File: src/rtl/bs_enc_pkg.sv
// Shared types, constants and helpers for the FM0 / Miller backscatter line encoder.
package bs_enc_pkg;

  typedef enum logic [2:0] {
    StIdle     = 3'd0,
    StPilot    = 3'd1,
    StPreamble = 3'd2,
    StData     = 3'd3,
    StDummy    = 3'd4,
    StDone     = 3'd5
  } enc_state_e;

  typedef enum logic [1:0] {
    ModeFm0 = 2'b00,
    ModeM2  = 2'b01,
    ModeM4  = 2'b10,
    ModeM8  = 2'b11
  } enc_mode_e;

  // FM0 preamble as half-period pairs, starting from prev_end = 0.
  localparam logic [11:0] FM0_PRE      = 12'b11_01_00_10_01_00;
  // Miller preamble bits, first bit in the MSB.
  localparam logic [5:0]  MIL_PRE      = 6'b010111;
  localparam int unsigned PRE_LEN      = 6;
  localparam int unsigned FM0_VIOL_IDX = 4;

  // Symbol length in BLF cycles for a mode code.
  function automatic logic [3:0] m_of(input logic [1:0] m_sel);
    logic [3:0] m;
    unique case (m_sel)
      2'b00:   m = 4'd1;
      2'b01:   m = 4'd2;
      2'b10:   m = 4'd4;
      default: m = 4'd8;
    endcase
    return m;
  endfunction

  // FM0 preamble data bit at index idx: a data-1 has equal halves. The
  // violation slot decodes as 0 and is flagged separately.
  function automatic logic fm0_pre_bit(input logic [2:0] idx);
    logic [11:0] sh;
    sh = FM0_PRE << {idx, 1'b0};
    return ~(sh[11] ^ sh[10]);
  endfunction

  function automatic logic mil_pre_bit(input logic [2:0] idx);
    logic [5:0] sh;
    sh = MIL_PRE << idx;
    return sh[5];
  endfunction

endpackage

File: src/rtl/bs_line_enc_sym_gen.sv
// Per-cycle half-period generator: FM0 (with violation) and Miller rules.
// All inputs describe the symbol cycle that starts at the next posedge.
module bs_sym_gen
  import bs_enc_pkg::*;
(
  input  logic       clk_fm0,
  input  logic       rst_for_new_package,
  input  logic       load,
  input  logic       fm0,
  input  logic       viol,
  input  logic       sym_bit,
  input  logic [2:0] sub_cnt,
  input  logic [2:0] half_m,
  output logic       half_a,
  output logic       half_b
);

  logic half_a_d, half_b_d;
  logic prev_end_q, prev_end_d;
  logic lvl_q, lvl_d;
  logic last_bit_q, last_bit_d;
  logic flip;

  // Next halves and encoder history; history is zeroed whenever no symbol is sent.
  always_comb begin
    half_a_d   = 1'b0;
    half_b_d   = 1'b0;
    prev_end_d = 1'b0;
    lvl_d      = 1'b0;
    last_bit_d = 1'b0;
    flip       = 1'b0;
    if (load) begin
      if (fm0) begin
        if (viol) begin
          half_a_d = prev_end_q;
          half_b_d = ~prev_end_q;
        end else begin
          half_a_d = ~prev_end_q;
          half_b_d = sym_bit ? half_a_d : ~half_a_d;
        end
        prev_end_d = half_b_d;
      end else begin
        // Miller: invert between consecutive zeros, and mid-symbol for a one.
        flip = ((sub_cnt == 3'd0) && !sym_bit && !last_bit_q) ||
               ((sub_cnt == half_m) && sym_bit);
        lvl_d      = lvl_q ^ flip;
        half_a_d   = lvl_d;
        half_b_d   = ~lvl_d;
        last_bit_d = sym_bit;
      end
    end
  end

  // Register halves and history.
  always_ff @(posedge clk_fm0 or negedge rst_for_new_package) begin
    if (!rst_for_new_package) begin
      half_a     <= 1'b0;
      half_b     <= 1'b0;
      prev_end_q <= 1'b0;
      lvl_q      <= 1'b0;
      last_bit_q <= 1'b0;
    end else begin
      half_a     <= half_a_d;
      half_b     <= half_b_d;
      prev_end_q <= prev_end_d;
      lvl_q      <= lvl_d;
      last_bit_q <= last_bit_d;
    end
  end

endmodule

File: src/rtl/bs_line_enc.sv
// FM0 / Miller backscatter line encoder: pilot, preamble, payload, dummy-1.
module bs_line_enc
  import bs_enc_pkg::*;
#(
  parameter int unsigned FM0_PILOT   = 12,
  parameter int unsigned MIL_PILOT_S = 4,
  parameter int unsigned MIL_PILOT_L = 16,
  parameter int unsigned CNT_W       = 5
) (
  input  logic       clk_fm0,
  input  logic       rst_for_new_package,
  input  logic       en_enc,
  input  logic       st_enc,
  input  logic       trext,
  input  logic [1:0] m_sel,
  input  logic       data_valid,
  input  logic       data_bit,
  input  logic       data_last,
  output logic       data_ready,
  output logic       enc_data,
  output logic       enc_complete,
  output logic       enc_underrun
);

  enc_state_e       state_q, state_d;
  logic [2:0]       sub_q, sub_d;
  logic [CNT_W-1:0] sym_q, sym_d;
  logic             trext_q, trext_d;
  logic [1:0]       msel_q, msel_d;
  logic             dbit_q, dbit_d;
  logic             last_q, last_d;
  logic             complete_q, complete_d;
  logic             underrun_q, underrun_d;

  logic [3:0]       m_cur, m_nxt;
  logic             sub_last;
  logic [CNT_W-1:0] pilot_last;
  logic [2:0]       sub_inc;

  logic             gen_load, gen_fm0, gen_viol, gen_bit;
  logic [2:0]       gen_half_m;
  logic             half_a, half_b;

  assign m_cur    = m_of(msel_q);
  assign sub_last = ({1'b0, sub_q} == (m_cur - 4'd1));
  assign sub_inc  = sub_last ? 3'd0 : (sub_q + 3'd1);

  // Index of the final pilot symbol for the captured mode.
  always_comb begin
    pilot_last = '0;
    if (msel_q == ModeFm0) pilot_last = CNT_W'(FM0_PILOT - 1);
    else if (trext_q)      pilot_last = CNT_W'(MIL_PILOT_L - 1);
    else                   pilot_last = CNT_W'(MIL_PILOT_S - 1);
  end

  // Reply sequencing, counters and payload handshake.
  always_comb begin
    state_d    = state_q;
    sub_d      = sub_q;
    sym_d      = sym_q;
    trext_d    = trext_q;
    msel_d     = msel_q;
    dbit_d     = dbit_q;
    last_d     = last_q;
    complete_d = complete_q;
    underrun_d = underrun_q;
    data_ready = 1'b0;
    unique case (state_q)
      StIdle: begin
        if (st_enc && en_enc) begin
          trext_d = trext;
          msel_d  = m_sel;
          sub_d   = 3'd0;
          sym_d   = '0;
          state_d = ((m_sel == ModeFm0) && !trext) ? StPreamble : StPilot;
        end
      end
      StPilot: begin
        sub_d = sub_inc;
        if (sub_last) begin
          if (sym_q == pilot_last) begin
            state_d = StPreamble;
            sym_d   = '0;
          end else begin
            sym_d = sym_q + 1'b1;
          end
        end
      end
      StPreamble: begin
        sub_d = sub_inc;
        if (sub_last) begin
          if (sym_q == CNT_W'(PRE_LEN - 1)) begin
            data_ready = 1'b1;
            sym_d      = '0;
            if (data_valid) begin
              state_d = StData;
              dbit_d  = data_bit;
              last_d  = data_last;
            end else begin
              state_d    = StDummy;
              underrun_d = 1'b1;
            end
          end else begin
            sym_d = sym_q + 1'b1;
          end
        end
      end
      StData: begin
        sub_d = sub_inc;
        if (sub_last) begin
          if (last_q) begin
            state_d = StDummy;
            sym_d   = '0;
          end else begin
            data_ready = 1'b1;
            if (data_valid) begin
              dbit_d = data_bit;
              last_d = data_last;
              sym_d  = sym_q + 1'b1;
            end else begin
              state_d    = StDummy;
              underrun_d = 1'b1;
              sym_d      = '0;
            end
          end
        end
      end
      StDummy: begin
        sub_d = sub_inc;
        if (sub_last) begin
          state_d    = StDone;
          sym_d      = '0;
          complete_d = 1'b1;
        end
      end
      StDone: begin
      end
      default: begin
        state_d = StIdle;
      end
    endcase
  end

  // Describe the upcoming symbol cycle to the half-period generator.
  assign m_nxt      = m_of(msel_d);
  assign gen_half_m = 3'(m_nxt >> 1);
  assign gen_fm0    = (msel_d == ModeFm0);
  assign gen_load   = (state_d == StPilot) || (state_d == StPreamble) ||
                      (state_d == StData)  || (state_d == StDummy);
  assign gen_viol   = gen_fm0 && (state_d == StPreamble) && (sym_d == CNT_W'(FM0_VIOL_IDX));

  // Bit carried by the upcoming symbol.
  always_comb begin
    gen_bit = 1'b0;
    unique case (state_d)
      StPreamble: gen_bit = gen_fm0 ? fm0_pre_bit(sym_d[2:0]) : mil_pre_bit(sym_d[2:0]);
      StData:     gen_bit = dbit_d;
      StDummy:    gen_bit = 1'b1;
      default:    gen_bit = 1'b0;
    endcase
  end

  // State and counter registers.
  always_ff @(posedge clk_fm0 or negedge rst_for_new_package) begin
    if (!rst_for_new_package) begin
      state_q    <= StIdle;
      sub_q      <= 3'd0;
      sym_q      <= '0;
      trext_q    <= 1'b0;
      msel_q     <= 2'b00;
      dbit_q     <= 1'b0;
      last_q     <= 1'b0;
      complete_q <= 1'b0;
      underrun_q <= 1'b0;
    end else begin
      state_q    <= state_d;
      sub_q      <= sub_d;
      sym_q      <= sym_d;
      trext_q    <= trext_d;
      msel_q     <= msel_d;
      dbit_q     <= dbit_d;
      last_q     <= last_d;
      complete_q <= complete_d;
      underrun_q <= underrun_d;
    end
  end

  bs_sym_gen u_sym_gen (
    .clk_fm0             (clk_fm0),
    .rst_for_new_package (rst_for_new_package),
    .load                (gen_load),
    .fm0                 (gen_fm0),
    .viol                (gen_viol),
    .sym_bit             (gen_bit),
    .sub_cnt             (sub_d),
    .half_m              (gen_half_m),
    .half_a              (half_a),
    .half_b              (half_b)
  );

  // High clock phase carries half_a, low phase half_b.
  assign enc_data     = (en_enc && !complete_q) ? (clk_fm0 ? half_a : half_b) : 1'b0;
  assign enc_complete = complete_q;
  assign enc_underrun = underrun_q;

endmodule

File: config.mk
export PLATFORM = sky130hd
export DESIGN_NAME = bs_line_enc
export DESIGN_NICKNAME = d
export VERILOG_FILES = /design/src/rtl/bs_enc_pkg.sv /design/src/rtl/bs_line_enc_sym_gen.sv /design/src/rtl/bs_line_enc.sv
export SDC_FILE = /design/constraint.sdc
export NUM_CORES = 1
export LEC_CHECK = 0
export ABC_AREA = 0
export CORE_ASPECT_RATIO = 1.5
export CORE_UTILIZATION = 55
export DETAILED_ROUTE_END_ITERATION = 10
export GPL_ROUTABILITY_DRIVEN = 0
export GPL_TIMING_DRIVEN = 0
export PLACE_DENSITY = 0.73
export SLEW_MARGIN = 10
export SYNTH_ARGS = -nofsm -noshare
export SYNTH_HDL_FRONTEND = slang
export SYNTH_SLANG_ARGS = --single-unit
export TNS_END_PERCENT = 100
File: constraint.sdc
create_clock -name clk_fm0 -period 4.7 [get_ports clk_fm0]
set_clock_uncertainty 0.15 [all_clocks]
set_input_delay 0.94 -clock clk_fm0 [delete_from_list [all_inputs] [get_ports clk_fm0]]
set_output_delay 0.94 -clock clk_fm0 [all_outputs]
set_load 0.01 [all_outputs]
After elaboration in Yosys (flattened, before gate mapping) --
Index checks and enable logic that the tools add are counted.
Word-level totals: flip-flop bits (word level) 23, input port bits 10, output and inout bits 4
Cells by class: muxes and demuxes 72, equal/unequal tests 23, bitwise operators 5, $add $sub $neg 3, reduce and logical (&&, ||, !) cells 27, shifts and indexed selects 2
Operators with widths (number):
- $mux W5 | 9
- $mux W1 | 36
- $mux W3 | 12
- $pmux W5 S5 | 1
- $pmux W4 S3 | 2
- $pmux W3 S6 | 1
- $eq A3 B2 Y1 const B | 4
- $shl A12 B4 Y12 const A | 1
- $eq A5 B3 Y1 const B | 2
- $ne A2 B2 Y1 const B | 5
- $reduce_and A5 Y1 | 2
- $eq A3 B3 Y1 const B | 3
- $logic_and A1 B1 Y1 | 8
- $mux W4 | 2
- $pmux W1 S2 | 4
- $eq A3 B1 Y1 const B | 2
- $logic_not A2 Y1 | 3
- $logic_not A3 Y1 | 2
- $mux W2 | 3
- $pmux W3 S2 | 1
- $shl A5 B3 Y6 const A | 1
- $add A5 B1 Y5 const B | 1
- $eq A5 B5 Y1 | 1
- $eq A2 B1 Y1 const B | 2
- 13 further kinds | 24

Depth between registers and ports, before layout --
Gate-level depths: netlist of run 1.
word-level depth 19, depth in mapped cells 15, gate-level depth less buffers 15

Modules after synthesis --
A second synthesis of run 1 with hierarchy kept.
Unflattened totals: cells, all modules 189, area, all modules 1694.1 µm²
Modules (own cells, without submodules):
- bs_line_enc | instances 1, seq. area each 450.4 µm², area each 1412.6 µm², cells an instance 161
- bs_sym_gen | instances 1, seq. area each 125.1 µm², area each 281.5 µm², cells an instance 28

==> flow_summary.toml, run 1 <==
[run_status]
status = "complete, no violations"

[synth]
syn_inst = 251
yosys_register_bits = 23
synth_top_area_frac = 0.2740
ys_top_cells_by_area = "dfrtp_1, inv_1, nand2_1, nor2_1, a21oi_1"
synth_flop_cell = "dfrtp_1"
yosysUniqueCellTypes = 76
synth-edff-count = 0
syn_area_sq_um = 2101
synth_warnings = 0
synth.avg_cell_area_sq_um = 8.370
synth_nets = 265
seq_area_frac_synth = 0.2740
synth-async-reset-ratio = 1.000
synth_area_leader_cell = "dfrtp_1"

[final_layout]
area_growth_pct = 12.15
nets = 285
diodes = 0
drive_gt1_frac = 0.1148
final_cells = 313

[critical_path]
cp_max_fo = 2
worstPathArrival_ps = 3400
critPathKind = "clock port to output pin"
cp-start-kind = "clock port"
required_ps = 3610
critPathCaptureType = "output pin"

[clocking]
path_clk_slew_ps = 80
hold_buffers = 0
clkLatencyLatePin_ps = 370
post-cts-setup-buffers = 0
cts-resized-gates = 0
tritoncts = "yes"

[sta]
setup_slack_ps = 205.7
rsz0062_at_grt = "no"
tns_ps = 0
relSlewSlack = 0.5358
finalHoldViolCount = 0
finalMaxSlewViolations = 0
worstMarginPinSlew_ps = 686.9
setup_viol = 0

[route]
dr.pass1.iters = 4
drt-total-wl_um = 5675
ant_nets = 0
avgRoutedWirePerCell_um = 18.13
drc = 0
viasPerCell = 6.847
vias = 2143
drt_iter0_drc = 67

[placement]
io_buffer_count = 12
hpwl_um = 4395
dpl.cell_count = 306
place_ws_ps = 193.7

[floorplanning]
die_area_sq_um = 4076
num_rows = 27
core_area_sq_um = 3649
die_w_um = 52.46
pin_count = 14
die_height_um = 77.69
start_util = 0.5758

[global_route]
grt_max_degree = 24
grt_usage = 0.3089
grt_pass1_wl_um = 9384
grt_pass1_vias = 2052
grt.overflow.total = 0
grt_antenna_before_repair = 0

[power]
ir_drop_mv = 0.3127
p_leak_nw = 0.9110
power.density_nw_per_um2 = 425.8

[hold_path]
hp-class = "register to register"

[job]
maxCapViolCount = 0
==> power breakdown <==
group / leakage (nW) / internal [mW] / switching (mW)
Combinational: 0.561 / 0.193 / 0.315
Clock: 0.0540 / 0.124 / 0.0806
Sequential: 0.296 / 0.235 / 0.0558
==> critical path: stages <==
cell	delay [ps]
clkbuf_8	110
clkbuf_8	120
mux2i_1	100
nor3b_1	170
clkdlybuf4s50_1	560
==> state kept, by name, indices dropped and copies added (netlist names) <==
signal                count
sym_q                     5
state_q                   3
sub_q                     3
msel_q                    2
dbit_q                    1
enc_complete              1
enc_underrun              1
last_q                    1
trext_q                   1
u_sym_gen.half_a          1
u_sym_gen.half_b          1
u_sym_gen.last_bit_q      1
u_sym_gen.lvl_q           1
u_sym_gen.prev_end_q      1
==> synthesized netlist by cell type, types with 5 or more instances <==
master and number:
o211ai_1 5, nor2_1 15, clkbuf_1 6, and2_1 5
nand4_1 6, nand2_1 16, nor2b_1 6, o31ai_1 6
a21oi_1 11, dfrtp_1 23, nor3_1 10, o21ai_0 9
nand3_1 8, inv_1 17, nand2b_1 7, nor4_1 6
==> path summary, 6_finish.rpt <==
path,to,from,slack (ps),depth (start not counted)
worst max register to register,u_sym_gen.half_b,sym_q[1],590,14
max in group asynchronous,state_q[2],rst_for_new_package,3640,1
worst min-delay path,enc_underrun,enc_underrun,310,1
worst max-delay path,enc_data,clk_fm0,210,5
worst min register to register,enc_underrun,enc_underrun,310,1
min in group asynchronous,msel_q[1],rst_for_new_package,380,1
==> routing by layer <==
metal  part of all wire  routed length, um  GRT usage
met5                  0                  0          0
met2               0.50               2842     0.5000
met1               0.41               2329     0.3578
met4              0.048                274     0.2132
met3              0.040                229    0.04706
==> cell type report <==
cell class                 count  area (sq um)
buffer                        11         52.55
clock buffer                   8         96.34
fill                         340          1292
inverter                      17         63.81
multi-input combinational    200          1409
sequential                    23         575.6
tap                           43         53.80
timing repair buffer          11         105.1
==> layout by cell type (no fill, tap or decap), types with 4 or more instances in the layout <==
cell             Yosys  layout
and2_1               5       5
o211ai_1             5       5
nor4_1               6       6
ha_1                 4       4
nor3_1              10      10
a21oi_1             11      11
o21ai_0              9       9
nand2b_1             7       7
nand4_1              6       6
o21ai_1              4       4
nor2_1              15      15
nor2b_1              6       6
a31oi_1              4       4
nand2_1             16      16
clkbuf_1             6       7
clkbuf_8             0       6
nand3_1              8       8
dfrtp_1             23      23
inv_1               17      17
buf_2                3       4
clkdlybuf4s50_1      0      11
o31ai_1              6       6
==> metrics by stage <==
stage | util | cell area [sq um] | hold WS [ps] | power (mW)
3_5_place_dp | 0.6235 | 2275 | 294.8 | 0.8055
4_1_cts | 0.6471 | 2361 | 314.9 | 0.9994
3_3_place_gp | 0.6235 | 2275 | 288.5 | 0.7905
2_1_floorplan | - | 2101 | 288.8 | 0.6718
6_report | 0.6457 | 2356 | 312.1 | 1.003
5_1_grt | 0.6457 | 2356 | 326.0 | 1.073
==> cell families after synthesis <==
group / synth area share
AO/OA/AOI/OAI: 0.3323
adder cells (fa/ha/maj): 0.02382
buffers and inverters: 0.05538
flip-flops: 0.2740
multiplexers: 0.01489
AND/OR/NAND/NOR: 0.2996
Note: power is estimated with default switching activity, not from simulation.
==> run 2, diff against run 1 <==
--- a/config.mk
+++ b/config.mk
@@ -6,12 +6,14 @@
 export NUM_CORES = 1
 export LEC_CHECK = 0
 export ABC_AREA = 0
+export CELL_PAD_IN_SITES_DETAIL_PLACEMENT = 1
+export CELL_PAD_IN_SITES_GLOBAL_PLACEMENT = 1
 export CORE_ASPECT_RATIO = 1.5
-export CORE_UTILIZATION = 55
+export CORE_UTILIZATION = 45
 export DETAILED_ROUTE_END_ITERATION = 10
 export GPL_ROUTABILITY_DRIVEN = 0
 export GPL_TIMING_DRIVEN = 0
-export PLACE_DENSITY = 0.73
+export PLACE_DENSITY = 0.78
 export SLEW_MARGIN = 10
 export SYNTH_ARGS = -nofsm -noshare
 export SYNTH_HDL_FRONTEND = slang
==> run 2 against run 1 <==
Compared with the run above: sequential cell count is the same; combinational power grew 3%; final cell count grew 1.6%; global-route usage shrank 1.6 points; die area grew 21%; largest power group unchanged.
==> flow_summary.toml, run 2 (same netlist as run 1, synthesis figures left out) <==
[route]
viasPerCell = 6.846
drc = 0
vias = 2177
avgRoutedWirePerCell_um = 20.56
drt_iter0_drc = 102
ant_nets = 0
drt-total-wl_um = 6539
dr.pass1.iters = 5

[power]
p_leak_nw = 0.9110
switching_share = 0.4613
p_clk_frac = 0.207
seq_power_share = 0.284
ir_drop_mv = 0.2398
power.density_nw_per_um2 = 433.6
internal-power_mw = 0.5517
p_comb_frac = 0.509
report.power.total_mw = 1.024
switchingPower_mw = 0.4725

[sta]
relSlewSlack = 0.4773
tns_ps = 0
finalHoldViolCount = 0
rsz0062_at_grt = "no"
setup_viol = 0
worstMarginPinSlew_ps = 773.5
finalMaxSlewViolations = 0

[final_layout]
top_regs = "sym_q x5, state_q x3, sub_q x3"
final_cell_mix = "dfrtp_1, inv_1, nand2_1, nor2_1"
nets = 285
drive_gt1_frac = 0.1148
fillers = 555
largest_reg_flops = 5
fin_area_sq_um = 2362
area_growth_pct = 12.45
diodes = 0
max_flop_register = "sym_q"
final_common_cell = "dfrtp_1"

[clocking]
path_clk_slew_ps = 90
clkLatencyLatePin_ps = 370
cts-resized-gates = 0
post-cts-setup-buffers = 0
hold_buffers = 0
tritoncts = "yes"

[critical_path]
cp-startpoint = "clk_fm0"
r2r-start = "sym_q[1]"
cp-start-kind = "clock port"
cp_cell_sequence = "clkbuf_8, clkbuf_8, mux2i_1, nor3b_1, clkdlybuf4s50_1"
critPathKind = "clock port to output pin"
critPathCaptureType = "output pin"
cp_slowest_cell = "clkdlybuf4s50_1"
max_stage_delay_ps = 580
path_common_cell = "clkbuf_8"
cp_max_fo = 2
worstPathArrival_ps = 3560
required_ps = 3610

[hold_path]
hold_start = "enc_underrun"
hp-class = "register to register"

[floorplanning]
core_area_sq_um = 4504
die_w_um = 57.79
die_height_um = 85.68
die_area_sq_um = 4951
pin_count = 14
num_rows = 30
start_util = 0.4664

[global_route]
grt_pass1_wl_um = 11010
grt_usage = 0.2930
grt_pass1_vias = 2311
grt.overflow.total = 0
grt_max_degree = 24
grt_antenna_before_repair = 0

[job]
maxCapViolCount = 0

[run_status]
status = "complete, no violations"

[placement]
io_buffer_count = 12
hpwl_um = 5251
placed_cell_area_sq_um = 2281
## run 2: cell counts in the layout (fill, tap and decap cells not counted)
No cell type changed its count.
## run 2: layout make-up
class / instances / area (sq um) / area share
plain buffers: 11 / 52.55 / 0.02225
clock buffers: 8 / 96.34 / 0.04078
inverters: 17 / 63.81 / 0.02701
multi-input cells: 200 / 1409 / 0.5964
flip-flops and latches: 23 / 575.6 / 0.2436
well taps: 48 / 60.06 / 0.02542
repair buffers: 11 / 105.1 / 0.04449
## run 2: critical path, delay by kind of cell
| kind | cells | cell delay (ps) |
|---|---|---|
| buffers and inverters | 3 | 810 |
| and+or+nand+nor | 1 | 250 |
| muxes | 1 | 140 |
## run 2: power groups by stage
stage / sequential, mW / combinational, mW / clock [mW]
floorplan: 0.278 / 0.386 / 0.00810
global route: 0.298 / 0.579 / 0.226
detailed placement: 0.295 / 0.520 / 0.0119
CTS: 0.291 / 0.521 / 0.216
finish: 0.291 / 0.521 / 0.212
global placement: 0.294 / 0.501 / 0.0119
## run 2: worst paths after layout
check | to | slack (ps) | cells past startpoint
worst min-delay path | enc_underrun | 320 | 1
worst max-delay path | enc_data | 50 | 5
min in group asynchronous | sub_q[1] | 390 | 1
max in group asynchronous | enc_complete | 3620 | 1
worst max register to register | u_sym_gen.half_b | 370 | 14
worst min register to register | enc_underrun | 320 | 1
## run 2: per-stage QoR
| step | setup WS, ps | cells | util | hold WS (ps) |
|---|---|---|---|---|
| after floorplan | 845.0 | 251 | - | 288.8 |
| after global placement | 169.3 | 311 | 0.5064 | 290.6 |
| after detailed placement | 104.1 | 311 | 0.5064 | 303.0 |
| after CTS | 68.33 | 318 | 0.5256 | 324.0 |
| after global routing | 1.447 | 318 | 0.5244 | 333.1 |
| final | 53.35 | 318 | 0.5244 | 319.4 |
## run 2: routing by layer
layer	GRT usage	vias up	wire length, um
met5	0	-	0
met4	0.2143	0	360
met3	0.04072	29	180
met2	0.5201	49	3482
met1	0.3075	1074	2515
li1	-	1025	-
==> run 3, diff against run 2 <==
==> constraint.sdc (replaced) <==
create_clock -name clk_fm0 -period 5 [get_ports clk_fm0]
set_clock_uncertainty 0.15 [all_clocks]
set_input_delay 1 -clock clk_fm0 [delete_from_list [all_inputs] [get_ports clk_fm0]]
set_output_delay 1 -clock clk_fm0 [all_outputs]
set_load 0.01 [all_outputs]
==> results of run 3 <==
Same layout as run 2 (identical final DEF). Status: complete, no violations.
Among the figures that moved: setup slack after placement 104.1 ps -> 344.1 ps; setup slack after layout 53.35 ps -> 143.3 ps; register-to-register setup slack 370 ps -> 670 ps; total power 1.024 mW -> 0.9628 mW; worst IR drop on VDD 0.2398 mV -> 0.2254 mV
